`src/rtl/irq_controller.sv`:
```
// Interrupt front-end: synchronises IRQ/NMI pins, masks, arbitrates by fixed
// priority and hands one request at a time to the control unit.
module irq_controller #(
  parameter int          NUM_IRQ     = 8,
  parameter int          SYNC_STAGES = 2,
  parameter logic [15:0] VEC_BASE    = 16'hFFE0,
  parameter logic [15:0] NMI_VEC     = 16'hFFFA
) (
  input  logic               clk,
  input  logic               rst,
  input  logic [NUM_IRQ-1:0] irq_n,
  input  logic               nmi_n,
  input  logic               i_flag,
  input  logic               mask_wr,
  input  logic [NUM_IRQ-1:0] mask_data,
  input  logic               int_ack,
  input  logic               int_done,
  output logic               int_req,
  output logic               int_is_nmi,
  output logic [3:0]         int_chan,
  output logic [15:0]        vector,
  output logic [NUM_IRQ-1:0] pending
);

  typedef enum logic [1:0] {
    IDLE,
    REQ,
    SERVICE
  } state_t;

  state_t state_q, state_d;

  logic [NUM_IRQ-1:0]     irq_sq [SYNC_STAGES];
  logic [SYNC_STAGES-1:0] nmi_sq;
  logic                   nmi_prev;
  logic                   nmi_latch;
  logic [NUM_IRQ-1:0]     mask_q;
  logic                   nmi_q;
  logic [3:0]             chan_q;
  logic [15:0]            vec_q;

  logic                   nmi_fall;
  logic [3:0]             win_chan;
  logic                   win_hit;
  logic                   irq_elig;
  logic                   have_src;
  logic                   take;

  always_ff @(posedge clk or negedge rst) begin
    if (!rst) begin
      for (int i = 0; i < SYNC_STAGES; i++)
        irq_sq[i] <= '1;
      nmi_sq   <= '1;
      nmi_prev <= 1'b1;
    end else begin
      irq_sq[0] <= irq_n;
      for (int i = 1; i < SYNC_STAGES; i++)
        irq_sq[i] <= irq_sq[i-1];
      nmi_sq   <= {nmi_sq[SYNC_STAGES-2:0], nmi_n};
      nmi_prev <= nmi_sq[SYNC_STAGES-1];
    end
  end

  assign nmi_fall = nmi_prev & ~nmi_sq[SYNC_STAGES-1];
  assign pending  = ~irq_sq[SYNC_STAGES-1] & mask_q;

  // Lowest set index wins: scan downward so the last hit is the smallest.
  always_comb begin
    win_chan = '0;
    win_hit  = 1'b0;
    for (int i = NUM_IRQ - 1; i >= 0; i--) begin
      if (pending[i]) begin
        win_chan = 4'(i);
        win_hit  = 1'b1;
      end
    end
  end

  assign irq_elig = win_hit & ~i_flag;
  assign have_src = nmi_latch | irq_elig;

  always_comb begin
    state_d = state_q;
    take    = 1'b0;
    unique case (state_q)
      IDLE: begin
        if (have_src)
          state_d = REQ;
      end
      REQ: begin
        if (!have_src) begin
          state_d = IDLE;
        end else if (int_ack) begin
          take    = 1'b1;
          state_d = SERVICE;
        end
      end
      SERVICE: begin
        if (int_done)
          state_d = IDLE;
      end
      default: state_d = IDLE;
    endcase
  end

  always_ff @(posedge clk or negedge rst) begin
    if (!rst) begin
      state_q   <= IDLE;
      mask_q    <= '1;
      nmi_latch <= 1'b0;
      nmi_q     <= 1'b0;
      chan_q    <= '0;
      vec_q     <= '0;
    end else begin
      state_q <= state_d;
      if (mask_wr)
        mask_q <= mask_data;
      // A new edge in the same cycle as an NMI ack re-arms the latch.
      nmi_latch <= (nmi_latch & ~(take & nmi_latch)) | nmi_fall;
      if (take) begin
        nmi_q <= nmi_latch;
        if (nmi_latch) begin
          chan_q <= '0;
          vec_q  <= NMI_VEC;
        end else begin
          chan_q <= win_chan;
          vec_q  <= VEC_BASE + {11'b0, win_chan, 1'b0};
        end
      end
    end
  end

  assign int_req  = (state_q == REQ);
  assign int_chan = chan_q;
  assign vector   = vec_q;

  always_comb begin
    int_is_nmi = 1'b0;
    unique case (state_q)
      REQ:     int_is_nmi = nmi_latch;
      SERVICE: int_is_nmi = nmi_q;
      default: int_is_nmi = 1'b0;
    endcase
  end

endmodule

```
`config.mk`:
```
export PLATFORM = sky130hd
export DESIGN_NAME = irq_controller
export DESIGN_NICKNAME = d
export VERILOG_FILES = /design/src/rtl/irq_controller.sv
export SDC_FILE = /design/constraint.sdc
export NUM_CORES = 1
export LEC_CHECK = 0
export CAP_MARGIN = 20
export CORE_UTILIZATION = 45
export CTS_CLUSTER_DIAMETER = 120
export DETAILED_ROUTE_END_ITERATION = 6
export PLACE_DENSITY = 0.77
export SLEW_MARGIN = 20
export SYNTH_ARGS = -nofsm -noshare
export SYNTH_HDL_FRONTEND = slang
export SYNTH_SLANG_ARGS = --single-unit
```
`constraint.sdc`:
```
create_clock -name clk -period 2.1 [get_ports clk]
set_clock_uncertainty 0.2 [all_clocks]
set_input_delay 0.42 -clock clk [delete_from_list [all_inputs] [get_ports clk]]
set_output_delay 0.42 -clock clk [all_outputs]
set_load 0.03 [all_outputs]
```
## After elaboration in Yosys (flattened, before gate mapping)

Index checks and enable logic that the tools add are counted.

- Add/subtract/negate cells: 1
- Reductions and logical operators: 2
- Bitwise operators: 11
- Multiplexer cells: 27
- Equality and inequality tests: 5

Operators by type and width:

| operator | number |
|---|---|
| $mux W4 | 8 |
| $mux W16 | 1 |
| $mux W1 | 11 |
| $and A8 B8 Y8 | 1 |
| $mux W2 | 4 |
| $not A8 Y8 | 1 |
| $add A6 B6 Y7 const A | 1 |
| $pmux W2 S3 | 1 |
| $and A1 B1 Y1 | 4 |
| $ne A2 B2 Y1 const B | 2 |
| $mux W3 | 1 |
| $ne A3 B3 Y1 const B | 1 |
| $not A1 Y1 | 3 |
| $reduce_and A3 Y1 | 1 |
| $eq A2 B1 Y1 const B | 1 |
| $eq A2 B2 Y1 const B | 1 |
| $logic_not A2 Y1 | 1 |
| $or A1 B1 Y1 | 2 |
| $pmux W1 S2 | 1 |

- Logic and storage cells: 56
- Bits of input ports: 23
- Output and inout port bits: 30
- Register bits after elaboration: 51

## Logic depth before layout (Yosys ltp)

Gate-level depths: netlist of run 1.

- Depth after elaboration: 18
- Depth in mapped cells: 6
- Mapped depth without buffers: 6

## Least setup slack after synthesis of run 1

OpenSTA, ideal clock, no wires.

- Path kind: register to output
- Start point: register state_q[1]
- End point: output int_is_nmi
- Arrival: 1487 ps
- Stages on the path, launching flop included: 5
- Path buffers: 0
- Data required time: 1480 ps
- Setup slack: -7 ps
- Cell sequence: dfrtp_1 -> inv_1 -> ha_1 -> a22oi_1 -> nor2b_1

- Cells in the longest elaborated chain, start to end: 2
- Elaborated cells on any way between the ends: 3
- Those cells by class: 2 x eq/ne; 1 x mux

RTL lines:

| item | line | RTL |
|---|---|---|
| start, declared | 31 | `state_t state_q, state_d;` |
| start signal, assigned | 115 | `state_q <= state_d;` |
| $eq A2 B1 Y1 | - |  |
| via int_req | 18 | `output logic int_req,` |
| $pmux W1 S2 | 139 | `unique case (state_q)` |
| end, declared | 19 | `output logic int_is_nmi,` |

The timed path passes the listed nets, and every way through them passes these cells.

## Worst setup path after layout of run 1

- Start point: register state_q[0]
- End point: output int_is_nmi

- Cells in the longest elaborated chain, start to end: 2
- Elaborated cells on any way between the ends: 3
- Those cells by class: 2 x eq/ne; 1 x mux

RTL lines:

| item | line |
|---|---|
| $eq A2 B2 Y1 / $eq A2 B1 Y1 (equally long branches) | 139 |
| $pmux W1 S2 (*) | 139 |

Mark *: on every way between the ends. The rest lies on a longest branch, timed or not.

==> results.py, run 1 <==
metrics = {
    "status": {
        "status": "completed",
    },
    "clock_network": {
        "cts_tree": "yes",
        "cts_root_buf": "clkbuf_8",
        "path_clk_slew_ns": 0.07,
        "postCtsHoldBufs": 0,
        "cts.sinks": 37,
        "clk_latency_ns": 0.28,
        "cts_buffers": 5,
        "clock_path_buffers": 2,
        "htree_levels": 2,
    },
    "global_routing": {
        "grtUsageTotal": 0.1913,
        "grt_pass1_wl_um": 5651,
        "first_global_vias": 1194,
        "grt_remaining_overflow": 0,
        "antenna_found_initial": 0,
        "grt_max_degree": 38,
    },
    "critical_path": {
        "start_kind": "flip-flop",
        "required_ns": 1.48,
        "critPathLaunch": "state_q[0]",
        "path_class": "reg -> out",
        "crit_end": "int_is_nmi",
        "timing.rr.start": "irq_sq[0]",
        "crit_path_end_kind": "primary output",
        "cp.arrival_ns": 1.42,
        "r2r-end": "state_q[0]",
        "worst-path-max-fanout": 7,
        "r2r.worst_path.cells": 6,
        "rrSetupSlack_ns": 0.17,
    },
    "power_and_ir_drop": {
        "p_seq_frac": 0.381,
        "intPower_w": 0.001629,
        "p_sw_w": 0.0008669,
        "comb_power_share": 0.386,
        "vdd_drop_max_v": 0.0005913,
        "p_leak_nw": 0.9449,
        "clock_power_share": 0.233,
        "power.density_mw_per_mm2": 1080,
        "switching_share": 0.3473,
    },
    "floorplanning": {
        "die_area_mm2": 0.004028,
        "rows": 21,
        "ios": 53,
        "die_y_um": 63.47,
        "start_util": 0.4903,
        "die_width_um": 63.47,
        "core-area_mm2": 0.003468,
    },
    "synth": {
        "synth_top_family_by_area": "simple AND/OR/NAND/NOR gates",
        "synth_commonest_cells": "27 x dfstp_2, 14 x buf_4, 10 x dfrtp_1",
        "synthFlopType": "dfstp_2",
        "synthXorXnorAreaFrac": 0,
        "synth_top_cell_by_area": "dfstp_2",
        "syn_area_mm2": 0.001700,
        "synth_compound_area_frac": 0.1199,
        "avgSynthCellArea_um2": 12.41,
        "yosysUniqueCellTypes": 37,
        "synth_adder_area_share": 0.02208,
        "ys_ff_latch": 37,
        "synth_top_area_share": 0.4172,
        "synth-edff-count": 0,
        "netlist_instances": 137,
        "ys_seq_area_frac": 0.5644,
        "synthTopCellsByArea": "dfstp_2 42%, dfrtp_1 15%, buf_4 6.2%",
        "synth_mux_area_frac": 0.05298,
        "yosys.cell_count.top_type": "dfstp_2",
        "synth_simple_gate_area_share": 0.1516,
        "ys_warn_count": 0,
        "async_flop_share": 1.000,
    },
    "final_layout": {
        "area_growth_pct": 35.91,
        "drive_gt1_frac": 0.3936,
        "fin_area_mm2": 0.002311,
        "nFillCells": 285,
        "layout.nets": 213,
        "insertedDiodeCount": 0,
        "ff_latch_area_um2": 959.7,
        "post-route-util": 0.6663,
        "multiInputGateArea_um2": 614.3,
    },
    "flow_run": {
        "maxCapViolCount": 0,
    },
    "placed_design": {
        "routabilityCongestion": 0.7628,
        "portBuffers": 50,
        "postPlaceCellArea_mm2": 0.002188,
        "dp_slack_ns": 0.06253,
        "dpl.hpwl_um": 2548,
    },
    "timing": {
        "grt_setup_unrepaired": "no",
        "setup_viol": 0,
        "fin_ws_ns": 0.05740,
        "tns_ns": 0,
        "max_freq_ghz": 0.4896,
        "whs_ns": 0.1570,
        "slew_viol_final": 0,
        "finalCriticalPeriod_ns": 2.043,
        "hold_viol": 0,
        "timing.final.crit_share": 0.9727,
    },
    "drt": {
        "drt_iter0_drc": 50,
        "routedWlPerCell_um": 14.56,
        "remaining_drc_errors": 0,
        "vias": 1159,
        "avgViaCountPerCell": 4.953,
        "first_pass_iters": 4,
        "ant_nets": 0,
        "routed_wl_um": 3408,
    },
    "hold_path": {
        "min_path_cells": 0,
        "hold_class": "reg -> reg",
    },
}
cell type report:
class	instances	share of cell area
multi-input combinational	76	0.2658
sequential	37	0.4153
timing repair buffer	58	0.2296
clock buffer	7	0.04656
clock inverter	1	0.003249
inverter	9	0.01462
tap	46	0.02491
registers in the layout, summed over array words and instances (netlist names):
signal	cells
state_q	2
nmi_sq	2
vector	4
int_chan	3
nmi_latch	1
nmi_prev	1
irq_sq	16
mask_q	8
power by group through the flow:
stage,clock network [W],registers (W),logic [W]
2_1_floorplan,0,0.000998,0.000549
3_3_place_gp,0,0.000952,0.000882
3_5_place_dp,0,0.000962,0.000909
4_1_cts,0.000599,0.000948,0.000962
5_1_grt,0.000643,0.000966,0.00104
6_report,0.000582,0.000951,0.000963
cell families after synthesis:
group	after synthesis
AOI/OAI and AO/OA	26
adders and majority gates	3
buffers and inverters	25
DFF	37
muxes	8
other	1
and+or+nand+nor	37
through the flow:
| stage | power (W) | std cells |
|---|---|---|
| finish | 0.002496 | 234 |
| detailed placement | 0.001871 | 224 |
| global route | 0.002647 | 234 |
| CTS | 0.002510 | 234 |
| floorplan | 0.001547 | 138 |
| global placement | 0.001833 | 224 |
critical path, stage by stage (launching register included):
cell and delay, ns:
dfrtp_1 0.39, buf_4 0.15, ha_4 0.18, a22oi_1 0.18, nor2b_2 0.06, buf_4 0.17
cell usage in the layout (no fill, tap or decap), types with 6 or more instances in the layout:
master,n
nor2_1,6
clkdlybuf4s50_1,29
inv_1,7
dfrtp_1,10
clkbuf_8,6
dfstp_2,27
mux2_2,8
buf_4,11
nand2_1,6
dlygate4sd2_1,14
layer usage:
metal / global-route usage / part of all wire
met3: 0.05616 / 0.050
met2: 0.3112 / 0.51
met5: 0 / 0
met4: 0.08523 / 0.014
met1: 0.2334 / 0.43
how the worst min path moves through the flow:
stage | start | to | slack [ns]
2_1_floorplan | rst | int_chan[0] | -0.08
3_3_place_gp | irq_sq[12] | irq_sq[4] | 0.15
3_5_place_dp | irq_sq[15] | irq_sq[7] | 0.15
4_1_cts | irq_sq[15] | irq_sq[7] | 0.16
5_1_grt | irq_sq[15] | irq_sq[7] | 0.16
6_report | irq_sq[15] | irq_sq[7] | 0.16
repair_timing:
action / 4_1_cts / 5_1_grt
buffers inserted: 2 / 0
endpoints found under the setup margin: 19 / 6
resized for setup: 20 / 7
Power figures use the tool's default switching activity.
==> run 2, diff against run 1 <==
--- a/config.mk
+++ b/config.mk
@@ -12,2 +12,3 @@
 export PLACE_DENSITY = 0.77
+export REMOVE_ABC_BUFFERS = 1
 export SLEW_MARGIN = 20
==> constraint.sdc (replaced) <==
create_clock -name clk -period 2.1 [get_ports clk]
set_clock_uncertainty 0.2 [all_clocks]
set_input_delay 0.21 -clock clk [delete_from_list [all_inputs] [get_ports clk]]
set_output_delay 0.21 -clock clk [all_outputs]
set_load 0.03 [all_outputs]
==> run 2 against run 1 <==
Compared with the run above: worst setup slack improved by 0.0096 ns; maximum frequency increased by 0.47%; clock-buffer cell count decreased by 1; highest routed layer unchanged; critical endpoint is now pending[4]; utilization decreased by 1.4 points; combinational power decreased by 4.2%; non-clock buffer count decreased by 2; register-to-register slack got worse by 0.02 ns; critical path depth decreased by 3; clock power decreased by 20%; final area decreased by 2.1%; sequential power decreased by 2%; critical path type unchanged.
==> results.py, run 2 (same netlist as run 1, synthesis figures left out) <==
metrics = {
    "timing": {
        "max_freq_ghz": 0.4919,
        "finalCriticalPeriod_ns": 2.033,
        "setup_viol": 0,
        "grt_setup_unrepaired": "no",
        "slew_headroom": 0.6309,
        "worstMarginPinSlew_ns": 0.5491,
        "timing.final.crit_share": 0.9681,
        "hold_viol": 0,
        "slew_viol_final": 0,
    },
    "drt": {
        "ant_nets": 0,
        "first_pass_iters": 4,
        "routed_wl_um": 3255,
        "avgViaCountPerCell": 5.065,
        "drt_iter0_drc": 30,
        "remaining_drc_errors": 0,
        "vias": 1175,
        "routedWlPerCell_um": 14.03,
    },
    "floorplanning": {
        "start_util": 0.4903,
        "ios": 53,
        "die_width_um": 63.47,
        "rows": 21,
        "die_area_mm2": 0.004028,
        "core-area_mm2": 0.003468,
        "die_y_um": 63.47,
    },
    "global_routing": {
        "grt_max_degree": 38,
        "grt_remaining_overflow": 0,
        "grtUsageTotal": 0.1821,
        "grt_pass1_wl_um": 5561,
        "antenna_found_initial": 0,
        "first_global_vias": 1255,
    },
    "final_layout": {
        "final_common_cell": "clkdlybuf4s50_1",
        "multiInputGateArea_um2": 596.8,
        "largest_register_ff_count": 16,
        "area_growth_pct": 33.11,
        "largest_register": "irq_sq",
        "ff_latch_area_um2": 959.7,
        "layout_common_cells": "40 x clkdlybuf4s50_1, 27 x dfstp_2, 10 x dfrtp_1, 10 x dlygate4sd2_1",
        "drive_gt1_frac": 0.3387,
        "insertedDiodeCount": 0,
        "final_cells": 232,
        "layout.nets": 211,
        "post-route-util": 0.6526,
        "nFillCells": 276,
    },
    "power_and_ir_drop": {
        "power.total_w": 0.002324,
        "vdd_drop_max_v": 0.0005319,
        "power.density_mw_per_mm2": 1027,
        "p_leak_nw": 0.9593,
    },
    "placed_design": {
        "dpl.hpwl_um": 2476,
        "portBuffers": 50,
        "routabilityCongestion": 0.8001,
        "dp.cells": 224,
    },
    "clock_network": {
        "clock_path_buffers": 2,
        "postCtsHoldBufs": 0,
        "path_clk_slew_ns": 0.07,
        "clk_latency_ns": 0.29,
        "htree_levels": 2,
        "cts_tree": "yes",
        "cts_buffers": 5,
        "cts_root_buf": "clkbuf_8",
        "cts.sinks": 37,
    },
    "critical_path": {
        "crit_path_end_kind": "primary output",
        "start_kind": "flip-flop",
        "cp.arrival_ns": 1.62,
        "path_class": "reg -> out",
        "required_ns": 1.69,
        "crit_chain": "nor2b_1 > dlygate4sd2_1",
        "slowest_stage": "dfstp_2",
        "critPathMaxStageDelay_ns": 0.53,
        "worst-path-max-fanout": 5,
    },
    "flow_run": {
        "maxCapViolCount": 0,
    },
    "status": {
        "status": "completed",
    },
    "hold_path": {
        "hold_class": "in -> reg",
    },
}
-- run 2: stage by stage --
step                setup TNS [ns]  hold WS (ns)  setup WS [ns]  instance area, um2
finish                           0        0.1224        0.06698                2263
global route                     0        0.1178       0.004268                2263
CTS                              0        0.1176        0.06220                2263
detailed placement               0        0.1472        0.08775                2193
global placement                 0        0.1454         0.1300                2193
floorplan                   -7.050       -0.2856        -0.7438                1590
-- run 2: repair_timing --
item,4_1_cts,5_1_grt
setup buffers,0,0
endpoints found under the setup margin,10,0
resized for setup,10,0
-- run 2: final cells by class --
cell class,count,area share
sequential,37,0.4240
clock inverter,2,0.004422
tap,46,0.02543
inverter,9,0.01493
multi-input combinational,76,0.2637
timing repair buffer,56,0.2355
clock buffer,6,0.03206
-- run 2: worst paths after layout --
check	start	cells past startpoint	slack [ns]	to
setup / recovery	mask_q[4]	2	0.07	pending[4]
hold / removal	irq_n[2]	1	0.12	irq_sq[10]
setup reg to reg	state_q[1]	7	0.15	vector[1]
hold reg to reg	irq_sq[11]	0	0.16	irq_sq[3]
max in group asynchronous	rst	2	1.22	mask_q[7]
min in group asynchronous	rst	2	0.14	vector[1]
-- run 2: power by group --
| part | leakage (nW) | switching (W) | internal, W | total [W] |
|---|---|---|---|---|
| clock network | 0.0450 | 0.000239 | 0.000230 | 0.000468 |
| registers | 0.400 | 0.0000805 | 0.000852 | 0.000933 |
| logic | 0.515 | 0.000519 | 0.000405 | 0.000923 |
| total | 0.959 | 0.000838 | 0.00149 | 0.00232 |
-- run 2: layer usage --
metal	up-vias	part of all wire	track usage
met1	567	0.41	0.2028
met3	9	0.059	0.05435
li1	548	-	-
met2	51	0.50	0.3191
met4	0	0.021	0.07670
met5	-	0	0
-- run 2: worst max-delay path, delay by kind of cell, from the launching register on --
kind	cells	cell delay (ns)
buffers and inverters	1	0.45
AND/OR/NAND/NOR	1	0.35
flip-flops	1	0.53
==> run 3, diff against run 2 <==
Settings changed: RECOVER_POWER set to 50, SLEW_MARGIN 20 to unset.
==> run 3 against run 2 <==
Compared with the run above: maximum frequency hardly changed; flip-flop and latch count stayed put; clock power barely moved; clock-buffer cell count stayed put; register-to-register slack got worse by 0.02 ns; total power shrank 0.10%; via count is 0.68% higher; non-clock buffer count unchanged; worst hold slack improved by 0.033 ns; first-iteration DRC count did not move; critical path depth rose by 3; combinational power hardly changed; critical path type unchanged; critical endpoint is now int_is_nmi.
==> results.py, run 3 (same netlist as run 1, synthesis figures left out) <==
metrics = {
    "status": {
        "status": "completed",
    },
    "global_routing": {
        "antenna_found_initial": 0,
        "grt_pass1_wl_um": 5561,
        "grt_remaining_overflow": 0,
        "grtUsageTotal": 0.1821,
        "grt_max_degree": 38,
        "first_global_vias": 1255,
    },
    "timing": {
        "finalCriticalPeriod_ns": 2.032,
        "whs_ns": 0.1558,
        "setup_viol": 0,
        "grt_setup_unrepaired": "no",
        "hold_viol": 0,
        "timing.final.crit_share": 0.9675,
        "slew_headroom": 0.4298,
        "worstMarginPinSlew_ns": 0.8553,
        "max_freq_ghz": 0.4922,
        "slew_viol_final": 0,
    },
    "drt": {
        "remaining_drc_errors": 0,
        "avgViaCountPerCell": 5.099,
        "routedWlPerCell_um": 14.07,
        "vias": 1183,
        "ant_nets": 0,
        "routed_wl_um": 3264,
        "drt_iter0_drc": 30,
        "first_pass_iters": 4,
    },
    "hold_path": {
        "min_path_cells": 0,
        "hp-start": "irq_sq[11]",
        "min_to": "irq_sq[3]",
        "hold_class": "reg -> reg",
    },
    "final_layout": {
        "drive_gt1_frac": 0.3387,
        "largest_register": "irq_sq",
        "nFillCells": 277,
        "area_growth_pct": 32.97,
        "layout_common_cells": "30 x clkdlybuf4s50_1, 27 x dfstp_2, 10 x dlygate4sd3_1, 10 x dfrtp_1, 10 x dlygate4sd2_1",
        "largest_register_ff_count": 16,
        "final_cells": 232,
        "post-route-util": 0.6519,
        "final_common_cell": "clkdlybuf4s50_1",
        "insertedDiodeCount": 0,
        "layout.nets": 211,
    },
    "power_and_ir_drop": {
        "power.density_mw_per_mm2": 1027,
        "p_leak_nw": 0.9613,
        "vdd_drop_max_v": 0.0005304,
        "power.total_w": 0.002322,
    },
    "clock_network": {
        "path_clk_slew_ns": 0.07,
        "cts_tree": "yes",
        "cts_setup_buffers": 0,
        "cts.sinks": 37,
        "htree_levels": 2,
        "clk_latency_ns": 0.29,
        "cts_buffers": 5,
        "postCtsHoldBufs": 0,
        "cts_root_buf": "clkbuf_8",
        "clock_path_buffers": 2,
    },
    "critical_path": {
        "cp.arrival_ns": 1.62,
        "rrSetupSlack_ns": 0.13,
        "start_kind": "flip-flop",
        "crit_family": "buffers and inverters",
        "path_class": "reg -> out",
        "timing.rr.start": "state_q[1]",
        "path_buf_inv": 2,
        "crit_path_end_kind": "primary output",
        "worst-path-max-fanout": 4,
        "r2r.worst_path.cells": 7,
        "slowest_stage": "dfrtp_1",
        "r2r-end": "vector[1]",
        "crit_chain": "inv_1 > ha_1 > a22oi_1 > nor2b_1 > dlygate4sd2_1",
        "critPathMaxStageDelay_ns": 0.42,
        "required_ns": 1.69,
    },
    "placed_design": {
        "dp.cells": 224,
        "dpl.hpwl_um": 2476,
        "routabilityCongestion": 0.8001,
        "portBuffers": 50,
    },
    "floorplanning": {
        "start_util": 0.4903,
        "core-area_mm2": 0.003468,
        "rows": 21,
        "die_width_um": 63.47,
        "die_area_mm2": 0.004028,
        "die_y_um": 63.47,
        "ios": 53,
    },
    "flow_run": {
        "maxCapViolCount": 0,
    },
}
run 3: layer usage:
metal / wire length [um] / global-route usage / up-vias
met1: 1362 / 0.2028 / 583
met5: 0 / 0 / -
li1: - / - / 548
met3: 177 / 0.05435 / 6
met2: 1682 / 0.3191 / 46
met4: 40 / 0.07670 / 0
run 3: worst max-delay path by stage:
stage / start / cells after the start / slack (ns) / to
after detailed placement: mask_q[4] / 2 / 0.09 / pending[4]
after global placement: mask_q[4] / 2 / 0.13 / pending[4]
final: state_q[1] / 5 / 0.07 / int_is_nmi
after global routing: state_q[1] / 5 / 0.004 / int_is_nmi
after CTS: state_q[1] / 5 / 0.06 / int_is_nmi
after floorplan: vector[14] / 1 / -0.74 / vector[14]
run 3: per-stage QoR:
| step | setup TNS, ns | setup WS [ns] | cell area (um2) |
|---|---|---|---|
| global placement | 0 | 0.1300 | 2193 |
| floorplan | -7.050 | -0.7438 | 1590 |
| global route | 0 | 0.004268 | 2261 |
| detailed placement | 0 | 0.08775 | 2193 |
| finish | 0 | 0.06828 | 2261 |
| CTS | 0 | 0.06220 | 2263 |
run 3: what timing repair did:
item,in CTS,in global routing
endpoints found under the hold margin,0,0
gates resized for setup,10,0
endpoints found under the setup margin,10,0
run 3: power by group:
group / leakage [nW] / internal, W / switching, W
Combinational: 0.517 / 0.000400 / 0.000520
Clock: 0.0450 / 0.000230 / 0.000238
Sequential: 0.400 / 0.000852 / 0.0000819
Total: 0.961 / 0.00148 / 0.000840
run 3: final cells by class:
cell class	instances	area, um2	area share
Sequential cell	37	959.7	0.4245
Multi-Input combinational cell	76	596.8	0.2640
Timing Repair Buffer	56	530.5	0.2346
Clock buffer	6	72.57	0.03210
Tap cell	46	57.56	0.02546
Inverter	9	33.78	0.01494
Clock inverter	2	10.01	0.004427
